<file path="config.mk">
export PLATFORM = sky130hd
export DESIGN_NAME = fetch_unit_flat
export DESIGN_NICKNAME = d
export VERILOG_FILES = /design/src/rtl/fetch_unit_if.sv /design/src/rtl/fetch_unit.sv /design/src/flat_wrapper.sv
export SDC_FILE = /design/constraint.sdc
export NUM_CORES = 1
export LEC_CHECK = 0
export CORE_ASPECT_RATIO = 1.2
export CORE_MARGIN = 4
export CORE_UTILIZATION = 56
export DETAILED_ROUTE_END_ITERATION = 16
export PLACE_DENSITY_LB_ADDON = 0.1
export SYNTH_ARGS = -nofsm -noshare
export SYNTH_HDL_FRONTEND = slang
export SYNTH_SLANG_ARGS = --single-unit
</file>
<file path="constraint.sdc">
create_clock -name clk_i -period 14.2 [get_ports clk_i]
set_input_delay 2.84 -clock clk_i [delete_from_list [all_inputs] [get_ports clk_i]]
set_output_delay 2.84 -clock clk_i [all_outputs]
set_load 0.02 [all_outputs]
</file>
<file path="src/rtl/fetch_unit_if.sv">
// rtl/fetch_unit_if.sv - instruction memory request/response bus
interface fetch_unit_if;
  logic        req;
  logic [31:0] addr;
  logic        gnt;
  logic        rvalid;
  logic [31:0] rdata;

  modport master (
    output req,
    output addr,
    input  gnt,
    input  rvalid,
    input  rdata
  );

  modport slave (
    input  req,
    input  addr,
    output gnt,
    output rvalid,
    output rdata
  );
endinterface

</file>
<file path="src/rtl/fetch_unit.sv">
// rtl/fetch_unit.sv - RV32 fetch stage: PC, imem requests, in-order buffer, redirect drain
module fetch_unit #(
  parameter logic [31:0] RESET_PC   = 32'h0000_0000,
  parameter int unsigned FIFO_DEPTH = 2
) (
  input  logic                clk_i,
  input  logic                rst_i,
  fetch_unit_if.master        imem,
  input  logic                redirect_i,
  input  logic [31:0]         redirect_pc_i,
  input  logic                stall_i,
  output logic                instr_valid_o,
  output logic [31:0]         instruction_o,
  output logic [31:0]         pc_o
);
  localparam int unsigned PTR_W = $clog2(FIFO_DEPTH);
  localparam int unsigned CNT_W = PTR_W + 1;
  localparam logic [CNT_W:0] DEPTH_C = (CNT_W + 1)'(FIFO_DEPTH);
  localparam logic [31:0] NOP = 32'h0000_0013;

  typedef enum logic [1:0] {BOOT, FETCH, DRAIN} state_t;

  state_t           state_q, state_d;
  logic [31:0]      pc_q, pc_d;
  logic [31:0]      rsp_pc_q, rsp_pc_d;
  logic [CNT_W-1:0] occ_q, occ_d;
  logic [CNT_W-1:0] out_q, out_d;
  logic [CNT_W-1:0] kill_q, kill_d;
  logic [PTR_W-1:0] rd_ptr_q, rd_ptr_d;
  logic [PTR_W-1:0] wr_ptr_q, wr_ptr_d;
  logic [31:0]      fifo_data_q [FIFO_DEPTH];
  logic [31:0]      fifo_pc_q   [FIFO_DEPTH];

  logic             req_w;
  logic             grant_w;
  logic             rsp_w;
  logic             fifo_wr_w;
  logic             pop_w;
  logic [CNT_W-1:0] inflight_w;
  logic [CNT_W:0]   credit_used_w;
  logic [31:0]      target_w;

  // Handshake qualifiers shared by the FSM and the datapath
  always_comb begin
    credit_used_w = {1'b0, occ_q} + {1'b0, out_q};
    grant_w       = req_w && imem.gnt;
    rsp_w         = imem.rvalid;
    fifo_wr_w     = (state_q == FETCH) && rsp_w && !redirect_i;
    pop_w         = (occ_q != '0) && !stall_i && !redirect_i;
    // Requests still owed a response after this cycle; any of them is wrong-path on redirect
    inflight_w    = out_q - CNT_W'(rsp_w) + CNT_W'(grant_w);
    target_w      = {redirect_pc_i[31:2], 2'b00};
  end

  // FSM state and kill counter register
  always_ff @(posedge clk_i or posedge rst_i) begin
    if (rst_i) begin
      state_q <= BOOT;
      kill_q  <= '0;
    end else begin
      state_q <= state_d;
      kill_q  <= kill_d;
    end
  end

  // FSM next state: drain wrong-path responses after a redirect with requests in flight
  always_comb begin
    state_d = state_q;
    kill_d  = kill_q;
    case (state_q)
      BOOT: state_d = FETCH;
      FETCH: begin
        if (redirect_i && (inflight_w != '0)) begin
          state_d = DRAIN;
          kill_d  = inflight_w;
        end
      end
      DRAIN: begin
        kill_d = kill_q - CNT_W'(rsp_w);
        if (kill_d == '0) state_d = FETCH;
      end
      default: state_d = BOOT;
    endcase
  end

  // FSM outputs: request gated by credit, buffer head presented downstream
  always_comb begin
    req_w         = (state_q == FETCH) && !redirect_i && (credit_used_w < DEPTH_C);
    instr_valid_o = (occ_q != '0);
    instruction_o = instr_valid_o ? fifo_data_q[rd_ptr_q] : NOP;
    pc_o          = instr_valid_o ? fifo_pc_q[rd_ptr_q] : 32'h0;
  end

  assign imem.req  = req_w;
  assign imem.addr = pc_q;

  // Datapath next state; redirect overrides PC and flushes the buffer
  always_comb begin
    pc_d     = pc_q;
    rsp_pc_d = rsp_pc_q;
    occ_d    = occ_q;
    rd_ptr_d = rd_ptr_q;
    wr_ptr_d = wr_ptr_q;
    out_d    = out_q + CNT_W'(grant_w) - CNT_W'(rsp_w);
    if (redirect_i) begin
      pc_d     = target_w;
      rsp_pc_d = target_w;
      occ_d    = '0;
      rd_ptr_d = '0;
      wr_ptr_d = '0;
    end else begin
      if (grant_w) pc_d = pc_q + 32'd4;
      if (fifo_wr_w) begin
        wr_ptr_d = wr_ptr_q + PTR_W'(1);
        rsp_pc_d = rsp_pc_q + 32'd4;
      end
      if (pop_w) rd_ptr_d = rd_ptr_q + PTR_W'(1);
      occ_d = occ_q + CNT_W'(fifo_wr_w) - CNT_W'(pop_w);
    end
  end

  // Datapath registers
  always_ff @(posedge clk_i or posedge rst_i) begin
    if (rst_i) begin
      pc_q     <= RESET_PC;
      rsp_pc_q <= RESET_PC;
      occ_q    <= '0;
      out_q    <= '0;
      rd_ptr_q <= '0;
      wr_ptr_q <= '0;
    end else begin
      pc_q     <= pc_d;
      rsp_pc_q <= rsp_pc_d;
      occ_q    <= occ_d;
      out_q    <= out_d;
      rd_ptr_q <= rd_ptr_d;
      wr_ptr_q <= wr_ptr_d;
    end
  end

  // Buffer storage; contents are meaningless while occupancy excludes them
  always_ff @(posedge clk_i) begin
    if (fifo_wr_w) begin
      fifo_data_q[wr_ptr_q] <= imem.rdata;
      fifo_pc_q[wr_ptr_q]   <= rsp_pc_q;
    end
  end
endmodule
</file>
<file path="src/flat_wrapper.sv">
// flat-port wrapper written by rule: the top's interface ports become plain ports
module fetch_unit_flat 
#(
  parameter logic [31:0] RESET_PC   = 32'h0000_0000,
  parameter int unsigned FIFO_DEPTH = 2
)
  (clk_i, rst_i, redirect_i, redirect_pc_i, stall_i, instr_valid_o, instruction_o, pc_o, imem_req, imem_addr, imem_gnt, imem_rvalid, imem_rdata);
  fetch_unit_if imem_i ();
  input  logic clk_i;
  input  logic rst_i;
  input  logic redirect_i;
  input  logic [31:0] redirect_pc_i;
  input  logic stall_i;
  output logic instr_valid_o;
  output logic [31:0] instruction_o;
  output logic [31:0] pc_o;
  output wire logic [$bits(imem_i.req)-1:0] imem_req;
  output wire logic [$bits(imem_i.addr)-1:0] imem_addr;
  input wire logic [$bits(imem_i.gnt)-1:0] imem_gnt;
  input wire logic [$bits(imem_i.rvalid)-1:0] imem_rvalid;
  input wire logic [$bits(imem_i.rdata)-1:0] imem_rdata;
  assign imem_req = imem_i.req;
  assign imem_addr = imem_i.addr;
  assign imem_i.gnt = imem_gnt;
  assign imem_i.rvalid = imem_rvalid;
  assign imem_i.rdata = imem_rdata;
  fetch_unit #(.RESET_PC(RESET_PC), .FIFO_DEPTH(FIFO_DEPTH)) u_core (.clk_i(clk_i), .rst_i(rst_i), .imem(imem_i), .redirect_i(redirect_i), .redirect_pc_i(redirect_pc_i), .stall_i(stall_i), .instr_valid_o(instr_valid_o), .instruction_o(instruction_o), .pc_o(pc_o));
endmodule
</file>
=== After elaboration in Yosys (flattened, before gate mapping) ===
Memories as Yosys holds them, arrays and structs flattened.
Cells that the tools add are included.

* Order comparisons: 1
* Muxes and demuxes: 18
* $add $sub $neg: 12
* Equality and inequality tests: 4
* Reduce and logical (&&, ||, !) cells: 20

{| class="wikitable"
|+ Operators with widths
! operator !! number
|-
| $mux W32 || 6
|-
| $add A32 B3 Y32 const B || 2
|-
| $reduce_bool A2 Y1 || 6
|-
| $logic_and A1 B1 Y1 || 8
|-
| $mux W2 || 4
|-
| $sub A2 B1 Y2 || 4
|-
| $add A2 B1 Y2 || 3
|-
| $mux W1 || 6
|-
| $pmux W2 S3 || 1
|-
| $logic_not A2 Y1 || 2
|-
| $ne A2 B1 Y1 const B || 2
|-
| $pmux W2 S2 || 1
|-
| $reduce_and A2 Y1 || 2
|-
| $add A2 B2 Y3 || 1
|-
| $lt A3 B2 Y1 const B || 1
|-
| $add A1 B1 Y1 const B || 2
|-
| $eq A2 B1 Y1 const B || 1
|-
| $eq A2 B2 Y1 const B || 1
|-
| $logic_not A1 Y1 || 2
|}

* Bits in writable memories: 128
* Register bits after elaboration: 74
* Logic and storage cells: 65
* Memories kept: 2
* Output and inout bits: 98

{| class="wikitable"
|+ Memory list
! name !! depth !! width !! rd ports !! clocked after memory_dff !! wr ports !! line !! source
|-
| u_core.fifo_data_q || 2 || 32 || 1 || 0 || 1 || fetch_unit.sv:31 || <nowiki>logic [31:0] fifo_data_q [FIFO_DEPTH];</nowiki>
|-
| u_core.fifo_pc_q || 2 || 32 || 1 || 0 || 1 || fetch_unit.sv:32 || <nowiki>logic [31:0] fifo_pc_q [FIFO_DEPTH];</nowiki>
|}

=== Logic depth before layout (Yosys ltp) ===
Gate-level depths: netlist (run 1).

* Word-level depth: 9
* Mapped depth: 12
* Depth with buffers taken out: 11

=== Least setup slack after synthesis (run 1) ===
No wires, ideal clock.

* Path kind: input to register
* From: in redirect_i
* To: mem u_core.fifo_data_q[0][0] (enable)
* Setup time: 0.558 ns
* Setup slack: 5.894 ns
* Cell stages on the path: 4
* Arrival: 7.748 ns
* Data required time: 13.642 ns
* Cells stage by stage: clkbuf_1 -> buf_1 -> clkbuf_1 -> nor3_1

* Longest elaborated chain between the ends: 4

{| class="wikitable"
|+ Ends and longest elaborated chain
! item !! line !! source
|-
| start: declaration || flat_wrapper.sv:11 || <nowiki>input logic redirect_i;</nowiki>
|-
| $logic_not A1 Y1 || fetch_unit.sv:48 || <nowiki>fifo_wr_w = (state_q == FETCH) && rsp_w && !redirect_i;</nowiki>
|-
| $logic_and A1 B1 Y1 || fetch_unit.sv:48 ||
|-
| $mux W1 || fetch_unit.sv:143 || <nowiki>if (fifo_wr_w) begin</nowiki>
|-
| $mux W1 (implied by the code) || fetch_unit.sv:144 || <nowiki>fifo_data_q[wr_ptr_q] <= imem.rdata;</nowiki>
|-
| end: declaration || fetch_unit.sv:31 ||
|}

No other way between the ends.

=== Final worst setup path (run 1) ===
* From: in redirect_i
* To: out imem_req

* Longest elaborated chain between the ends: 3

{| class="wikitable"
|+ Ends and longest elaborated chain
! item !! line !! source
|-
| $logic_not A1 Y1 || fetch_unit.sv:88 || <nowiki>req_w = (state_q == FETCH) && !redirect_i && (credit_used_w < DEPTH_C);</nowiki>
|-
| $logic_and A1 B1 Y1 (2 in a row) || fetch_unit.sv:88 ||
|-
| end: declaration || flat_wrapper.sv:17 || <nowiki>output wire logic [$bits(imem_i.req)-1:0] imem_req;</nowiki>
|}

No other way between the ends.

==> results of run 1 <==
==> flip-flops by register name, summed over array words and instances (netlist names) <==
signal and count:
u_core.rd_ptr_q 1, u_core.wr_ptr_q 1, u_core.occ_q 2, u_core.rsp_pc_q 30, u_core.out_q 2, u_core.state_q 2, u_core.kill_q 2, u_core.imem.addr 30
u_core.fifo_pc_q 60, u_core.fifo_data_q 64
==> power by group through the flow <==
stage	combinational, mW	clock, mW	sequential [mW]
after global routing	0.532	0.519	0.760
after global placement	0.483	0	0.755
after CTS	0.497	0.493	0.750
final	0.492	0.486	0.751
after detailed placement	0.495	0	0.761
after floorplan	0.294	0	0.745
==> worst max-delay path: cells and delay by family <==
family / cells / cell delay [ns]
buffers and inverters: 2 / 1.31
and+or+nand+nor: 1 / 0.16
==> kinds of logic (layout without fill, tap and decap cells) <==
| logic type | Yosys count | in the layout | share of synthesized area |
|---|---|---|---|
| compound gates | 76 | 76 | 0.0551 |
| buf+inv | 47 | 209 | 0.0230 |
| mux | 78 | 78 | 0.0916 |
| flops | 194 | 194 | 0.629 |
| xor+xnor | 44 | 44 | 0.0443 |
| fa+ha+maj | 8 | 8 | 0.0124 |
| simple gates | 245 | 245 | 0.144 |
| other cells | 1 | 4 | 0.000431 |
==> cell type report <==
cell class / instances / share of cell area
Sequential cell: 194 / 0.495
Multi-Input combinational cell: 455 / 0.276
Timing Repair Buffer: 166 / 0.149
Clock buffer: 20 / 0.0394
Tap cell: 204 / 0.0231
Clock inverter: 12 / 0.0147
Inverter: 11 / 0.00373
==> worst min-delay path by stage <==
stage | to | slack [ns] | cells past startpoint
5_1_grt | u_core.fifo_pc_q[0][31] | 0.53 | 0
3_3_place_gp | u_core.fifo_pc_q[0][13] | 0.49 | 0
6_report | u_core.fifo_pc_q[0][13] | 0.51 | 0
4_1_cts | u_core.fifo_pc_q[1][13] | 0.51 | 0
3_5_place_dp | u_core.fifo_pc_q[0][13] | 0.50 | 0
2_1_floorplan | u_core.fifo_pc_q[0][31] | 0.46 | 0
==> cell usage in the layout (no fill, tap or decap), drive strengths merged, types with 6 or more instances in the layout <==
master	Yosys	layout
and4	7	7
clkdlybuf4s50	0	160
inv	11	12
o311ai	10	10
a31oi	6	6
mux2i	65	65
nor3	12	12
dfrtp	70	70
nand2	51	51
edfxtp	124	124
xor2	16	16
a21oi	8	8
o21ai	32	32
buf	11	6
mux2	13	13
o211ai	8	8
ha	7	7
and3	13	13
nor4	7	7
nand3	33	33
clkbuf	25	20
xnor2	28	28
nor2	82	82
nand4	17	17
==> routing by layer <==
metal	track usage	wire length, µm	up-vias
met2	0.343	8750	227
met3	0.0450	1200	18
met4	0.0673	230	0
met5	0	0	-
li1	-	-	2837
met1	0.296	8270	2892
==> metrics by stage <==
stage                     hold slack (ns)  utilization
after floorplan                     0.463            -
after global placement              0.494        0.691
after detailed placement            0.501        0.691
after CTS                           0.514        0.731
after global routing                0.529        0.731
final                               0.510        0.731
==> metrics.csv, run 1 <==
metric,value,unit
GPL Wtd Cong,0.861,
Finished Cell Area,0.0111,mm²
setup TNS,0,ns
Yosys warning total,0,
Die X-Extent,122,µm
crit path from,redirect_i,
CTS Sinks,194,
Leakage,3.90,nW
post-synthesis cell type count,53,
most instantiated library cell after synthesis,edfxtp_1,
DP HPWL,12.1,mm
Rows,49,
IO Pins,168,
Avg Inst Size Synth,12.6,µm²
hold path startpoint,u_core.rsp_pc_q[13],
Pwr Total,1.73,mW
footprint of the multi-input gates,0.00305,mm²
CTS tree,built,
Initial Util,0.575,
worst slew pin tran,1.13,ns
sequential-to-total area share from yosys stat,0.629,
H-Tree Depth,4,
status,completed,
final worst slack,7.05,ns
number of enable flip-flop cells after synthesis,124,
die extent in y,145,µm
Final setup viols,0,
Switching Power,533,µW
Overflow after GRT,0,
internal reg-to-reg setup slack,11.07,ns
Num CTS Buffers,17,
Layout area overhead,27.2,%
largest net degree at the start of global routing,71,
Max Cap Violations,0,
Synth Register Bits,194,
switching part of the total power,0.308,
vias,5974,
Remaining DRCs,0,
R2R cell count,10,
clk buf depth,2,
"top cells by count, synth","124 x edfxtp_1, 82 x nor2_1, 70 x dfrtp_1",
fraction of layout cells with a size suffix above 1,0.0688,
Critical-path top delay cell,buf_2,
Slew Limit Fails,0,
reg-to-reg startpoint,u_core.occ_q[0],
placed cell count,1030,
area share of the largest cell type after synthesis,0.428,
CORE AREA,0.0151,mm²
die area,0.0176,mm²
crit path capture,imem_req,
worst endpoint required time,11.36,ns
layout net count,923,
final wirelength,18.4,mm
RSZ-0062 raised after global routing,false,
DRT antenna net count,0,
worst relative slew slack,0.246,
pre-CTS setup slack,7.03,ns
Final Hold Viols,0,
vias per inst,5.63,
non-filler instance count after layout,1062,
Post-CTS Setup Bufs,0,
root cell of the clock tree,clkbuf_16,
Startpoint Class,input port,
cell chain of the critical path,buf_2 > nor4_1 > clkdlybuf4s50_1,
worst vdd ir,0.0894,mV
Synth Cell Area,0.00870,mm²
GRT Resource Usage Total,0.214,
crit path DAT,4.31,ns
Async SR Flop Fraction,0.361,
f_max,140,MHz
Worst R2R End,u_core.imem.addr[25],
Post-CTS Hold Buffers,0,
Clock Power Share,0.281,
Hold Path Class,register to register,
Filler Cells Inserted,1058,
Routed WL per cell,17.4,µm
cts repair resizes,0,
Combinational Power Share,0.284,
first-pass GRT wire length,29.6,mm
initial antenna violation count,0,
Clock transition at path regs,0.06,ns
router iterations before antenna repair,5,
max incr delay on CP,0.73,ns
ys flop type,edfxtp_1,
final clock skew,0.00844,ns
Tmin final,7.15,ns
Port Buffers,161,
P_int,1.20,mW
Setup Crit Path Kind,input port to output pin,
largest cells by area after synthesis,"edfxtp_1 43%, dfrtp_1 20%, mux2i_1 7.5%, nor2_1 3.5%, xnor2_1 2.8%",
Iteration-0 DRC Markers,601,
n_diodes,0,
FF/Latch Area,0.00548,mm²
placed cell areas,0.0105,mm²
Post-Syn Instances,693,
CP max FO,56,
vias in the first global route,5921,
CP endpoint kind,output pin,
clk_lat worst skew,0.42,ns
sequential power share,0.434,
Power Density,156,mW/mm²
Synth area leader,edfxtp_1,
Final Cycle Share,0.504,
Note: power is estimated with default switching activity, not from simulation.
==> inputs of run 2 (changes only) <==
--- a/config.mk
+++ b/config.mk
@@ -7,7 +7,7 @@
 export LEC_CHECK = 0
 export CORE_ASPECT_RATIO = 1.2
 export CORE_MARGIN = 4
-export CORE_UTILIZATION = 56
+export CORE_UTILIZATION = 47
 export DETAILED_ROUTE_END_ITERATION = 16
 export PLACE_DENSITY_LB_ADDON = 0.1
 export SYNTH_ARGS = -nofsm -noshare
==> constraint.sdc (replaced) <==
create_clock -name clk_i -period 6.2 [get_ports clk_i]
set_input_delay 1.24 -clock clk_i [delete_from_list [all_inputs] [get_ports clk_i]]
set_output_delay 1.24 -clock clk_i [all_outputs]
set_load 0.02 [all_outputs]
==> run 2 against run 1 <==
Global-route usage decreased by 3.1 points; clock-buffer cell count decreased by 3; clock skew increased by 0.0014 ns; critical path depth unchanged; clock power increased by 110%; critical path type unchanged; largest power group unchanged.
==> metrics.csv, run 2 (synthesis gave the netlist of run 1 again) <==
metric,value,unit
Initial Util,0.479,
worst relative slew slack,0.299,
Tmin final,4.02,ns
Routed WL per cell,17.2,µm
die extent in y,157,µm
worst endpoint required time,4.96,ns
Power Density,350,mW/mm²
Max Cap Violations,0,
Num CTS Buffers,17,
vias in the first global route,5875,
Die X-Extent,132,µm
GRT Resource Usage Total,0.182,
"commonest non-fill, non-tap cell in the layout",clkdlybuf4s50_1,
CTS Sinks,194,
Setup Crit Path Kind,input port to output pin,
CP endpoint kind,output pin,
Iteration-0 DRC Markers,354,
final worst slack,2.18,ns
layout net count,925,
IO Pins,168,
n_diodes,0,
setup TNS,0,ns
Clock transition at path regs,0.07,ns
Final Hold Viols,0,
Final Cycle Share,0.649,
most frequent cells in the layout,"160 x clkdlybuf4s50_1, 124 x edfxtp_1, 81 x nor2_1, 69 x dfrtp_1, 65 x mux2i_1",
initial antenna violation count,0,
Rows,54,
CORE AREA,0.0182,mm²
Layout area overhead,27.3,%
first-pass GRT wire length,30.4,mm
max reg flops,64,
vias,5904,
final wirelength,18.7,mm
final clock skew,0.00987,ns
fraction of layout cells with a size suffix above 1,0.0756,
Slew Limit Fails,0,
GPL Wtd Cong,0.811,
pre-CTS setup slack,2.08,ns
Remaining DRCs,0,
CTS tree,built,
H-Tree Depth,4,
status,completed,
RSZ-0062 raised after global routing,false,
cts repair resizes,0,
Final setup viols,0,
Leakage,3.88,nW
f_max,248,MHz
vias per inst,5.45,
DRT antenna net count,0,
worst vdd ir,0.174,mV
root cell of the clock tree,clkbuf_16,
largest net degree at the start of global routing,71,
CP max FO,56,
worst slew pin tran,1.05,ns
Startpoint Class,input port,
Port Buffers,161,
Overflow after GRT,0,
largest registers,"u_core.fifo_data_q (64), u_core.fifo_pc_q (60)",
router iterations before antenna repair,4,
Post-CTS Hold Buffers,0,
clk_lat worst skew,0.43,ns
Biggest register,u_core.fifo_data_q,
crit path DAT,2.78,ns
die area,0.0208,mm²
Hold Path Class,register to register,
DP HPWL,12.7,mm
Post-CTS Setup Bufs,0,
clk buf depth,2,
run 2: changes by cell type in the layout (fill, tap and decap cells not counted), sizes merged:
cell,previous run,this run
clkinvlp,2,6
clkinv,5,4
buf,6,8
inv,12,15
bufinv,4,1
clkbuf,20,17
run 2: final timing paths:
path / start / end / slack, ns / cells after the start
worst max-delay path: redirect_i / imem_req / 2.18 / 3
min in group asynchronous: rst_i / u_core.imem.addr[3] / 1.40 / 3
worst min register to register: u_core.rsp_pc_q[31] / u_core.fifo_pc_q[0][31] / 0.51 / 0
worst max register to register: u_core.occ_q[0] / u_core.imem.addr[29] / 3.08 / 10
worst min-delay path: u_core.rsp_pc_q[31] / u_core.fifo_pc_q[0][31] / 0.51 / 0
max in group asynchronous: rst_i / u_core.rd_ptr_q / 4.13 / 3
run 2: area by class of cell:
class	instances	area, µm²
clock inverters	15	133
inverters	11	41.3
flip-flops and latches	194	5480
well taps	224	280
fillers	1451	7100
clock buffers	17	425
multi-input cells	455	3060
repair buffers	168	1660
run 2: per-layer routing:
layer  vias up  wire length [µm]  GRT usage
met1      2863              8480      0.251
met3        18              1220     0.0412
met2       188              8770      0.291
met4         0               225     0.0584
met5         -                 0          0
li1       2835                 -          -
run 2: power by group:
part	switching [mW]	internal (mW)
clock network	0.477	0.556
logic	0.629	0.519
registers	0.146	1.55
total	1.25	2.62
run 2: worst max-delay path, stage by stage:
cell and delay, ns:
buf_2 0.77, nor4_1 0.17, clkdlybuf4s50_1 0.60
run 2: stage by stage:
step                instances   util  hold slack (ns)  area [µm²]  power, mW
floorplan                 696      -            0.463        8720       2.38
global placement         1052  0.579            0.494       10500       2.85
detailed placement       1052  0.579            0.495       10500       2.88
CTS                      1084  0.609            0.512       11100       3.91
global route             1084  0.609            0.532       11100       4.07
finish                   1084  0.609            0.507       11100       3.88
==> inputs of run 3 (changes only) <==
==> constraint.sdc (replaced) <==
create_clock -name clk_i -period 3.4 [get_ports clk_i]
set_input_delay 0.68 -clock clk_i [delete_from_list [all_inputs] [get_ports clk_i]]
set_output_delay 0.68 -clock clk_i [all_outputs]
set_load 0.02 [all_outputs]
==> run 3 against run 2 <==
Power up 84%; sequential power increased by 82%; clock power grew 83%; register-to-register slack got worse by 2.4 ns; non-clock buffer count grew 4; worst hold slack got worse by 0.0012 ns; critical path depth grew 1; sequential share of layout area fell by 0.38 points; global-route usage shrank 0.058 points; largest cell class unchanged.
==> metrics.csv, run 3 (synthesis gave the netlist of run 1 again) <==
metric,value,unit
die area,0.0208,mm²
hold_ws,0.506,ns
first-pass GRT wire length,30.5,mm
layout net count,929,
H-Tree Depth,4,
fraction of layout cells with a size suffix above 1,0.0811,
DP HPWL,12.6,mm
RSZ-0062 raised after global routing,false,
setup TNS,0,ns
met1 Track Usage GR,0.246,
f_max,324,MHz
worst slew pin tran,1.02,ns
most frequent cells in the layout,"160 x clkdlybuf4s50_1, 124 x edfxtp_1, 81 x nor2_1, 69 x dfrtp_1, 65 x mux2i_1",
Slew Limit Fails,0,
largest net degree at the start of global routing,64,
placed cell count,1056,
Max Cap Violations,0,
internal reg-to-reg setup slack,0.66,ns
global routing's busiest layer,met2,
root cell of the clock tree,clkbuf_16,
GRT met2 Usage,0.301,
initial antenna violation count,0,
Clock transition at path regs,0.06,ns
GPL Wtd Cong,0.806,
CP max FO,34,
Final Hold Viols,0,
CORE AREA,0.0182,mm²
Num CTS Buffers,17,
Final Cycle Share,0.907,
Initial Util,0.479,
die extent in y,157,µm
Routed WL per cell,17.4,µm
largest registers,"u_core.fifo_data_q (64), u_core.fifo_pc_q (60)",
non-filler instance count after layout,1087,
CTS tree,built,
Final setup viols,0,
Hold Path Class,register to register,
Tmin final,3.08,ns
final wirelength,18.9,mm
Startpoint Class,register,
CP endpoint kind,output pin,
router iterations before antenna repair,6,
Port Buffers,161,
vias in the first global route,5936,
status,completed,
crit path DAT,2.40,ns
clk buf depth,2,
n_diodes,0,
Remaining DRCs,0,
GRT Resource Usage Total,0.182,
cts repair resizes,0,
Biggest register,u_core.fifo_data_q,
worst endpoint required time,2.72,ns
clk_lat worst skew,0.42,ns
Setup Crit Path Kind,register to output pin,
Post-CTS Hold Buffers,0,
IO Pins,168,
worst relative slew slack,0.318,
vias,5949,
vias per inst,5.47,
Rows,54,
Leakage,3.94,nW
max reg flops,64,
"commonest non-fill, non-tap cell in the layout",clkdlybuf4s50_1,
final clock skew,0.0156,ns
Power Density,637,mW/mm²
CTS Sinks,194,
Iteration-0 DRC Markers,397,
Die X-Extent,132,µm
Overflow after GRT,0,
Post-CTS Setup Bufs,0,
DRT antenna net count,0,
worst vdd ir,0.364,mV
grt met3 use,0.0406,
Layout area overhead,28.3,%
-- run 3: cell types whose count changed in the layout (fill, tap and decap cells not counted), sizes merged --
cell      previous run  this run
clkinvlp             6         1
buf                  8        12
clkbuf              17        21
bufinv               1         0
clkinv               4         5
-- run 3: cell type report --
class / count / area [µm²]
flip-flops and latches: 194 / 5480
inverters: 11 / 41.3
clock buffers: 21 / 494
well taps: 224 / 280
repair buffers: 172 / 1740
multi-input cells: 455 / 3060
clock inverters: 10 / 70.1
fillers: 1426 / 7010
-- run 3: final timing paths --
check	from	depth (start not counted)	to
min	u_core.rsp_pc_q[31]	0	u_core.fifo_pc_q[0][31]
min in group asynchronous	rst_i	2	u_core.kill_q[1]
min reg2reg	u_core.rsp_pc_q[31]	0	u_core.fifo_pc_q[0][31]
max in group asynchronous	rst_i	3	u_core.imem.addr[13]
max	u_core.rd_ptr_q	4	instruction_o[7]
max reg2reg	u_core.occ_q[0]	9	u_core.imem.addr[27]
-- run 3: worst max-delay path: stages, from the launching register on --
cell,delay (ns)
dfrtp_4,0.80
buf_12,0.32
mux2i_1,0.23
nor2_1,0.06
clkdlybuf4s50_1,0.55
-- run 3: per-layer routing --
metal,vias up,part of all wire,wire [µm]
li1,2851,-,-
met1,2901,0.45,8580
met2,190,0.49,9180
met3,7,0.054,1020
met4,0,0.0058,110
met5,-,0,0
-- run 3: report_power, final --
group	total [mW]	leakage [nW]	internal [mW]	switching [mW]
Sequential	3.09	1.97	2.82	0.269
Clock	1.88	0.284	1.05	0.835
Combinational	2.14	1.69	0.978	1.16
Total	7.11	3.94	4.85	2.27
-- run 3: per-stage QoR --
| stage | utilization | setup slack [ns] | total power [mW] | cell area [µm²] |
|---|---|---|---|---|
| 2_1_floorplan | - | 0.121 | 4.33 | 8720 |
| 3_3_place_gp | 0.583 | 0.629 | 5.23 | 10600 |
| 3_5_place_dp | 0.583 | 0.609 | 5.30 | 10600 |
| 4_1_cts | 0.614 | 0.256 | 7.19 | 11200 |
| 5_1_grt | 0.614 | 0.147 | 7.47 | 11200 |
| 6_report | 0.614 | 0.315 | 7.11 | 11200 |
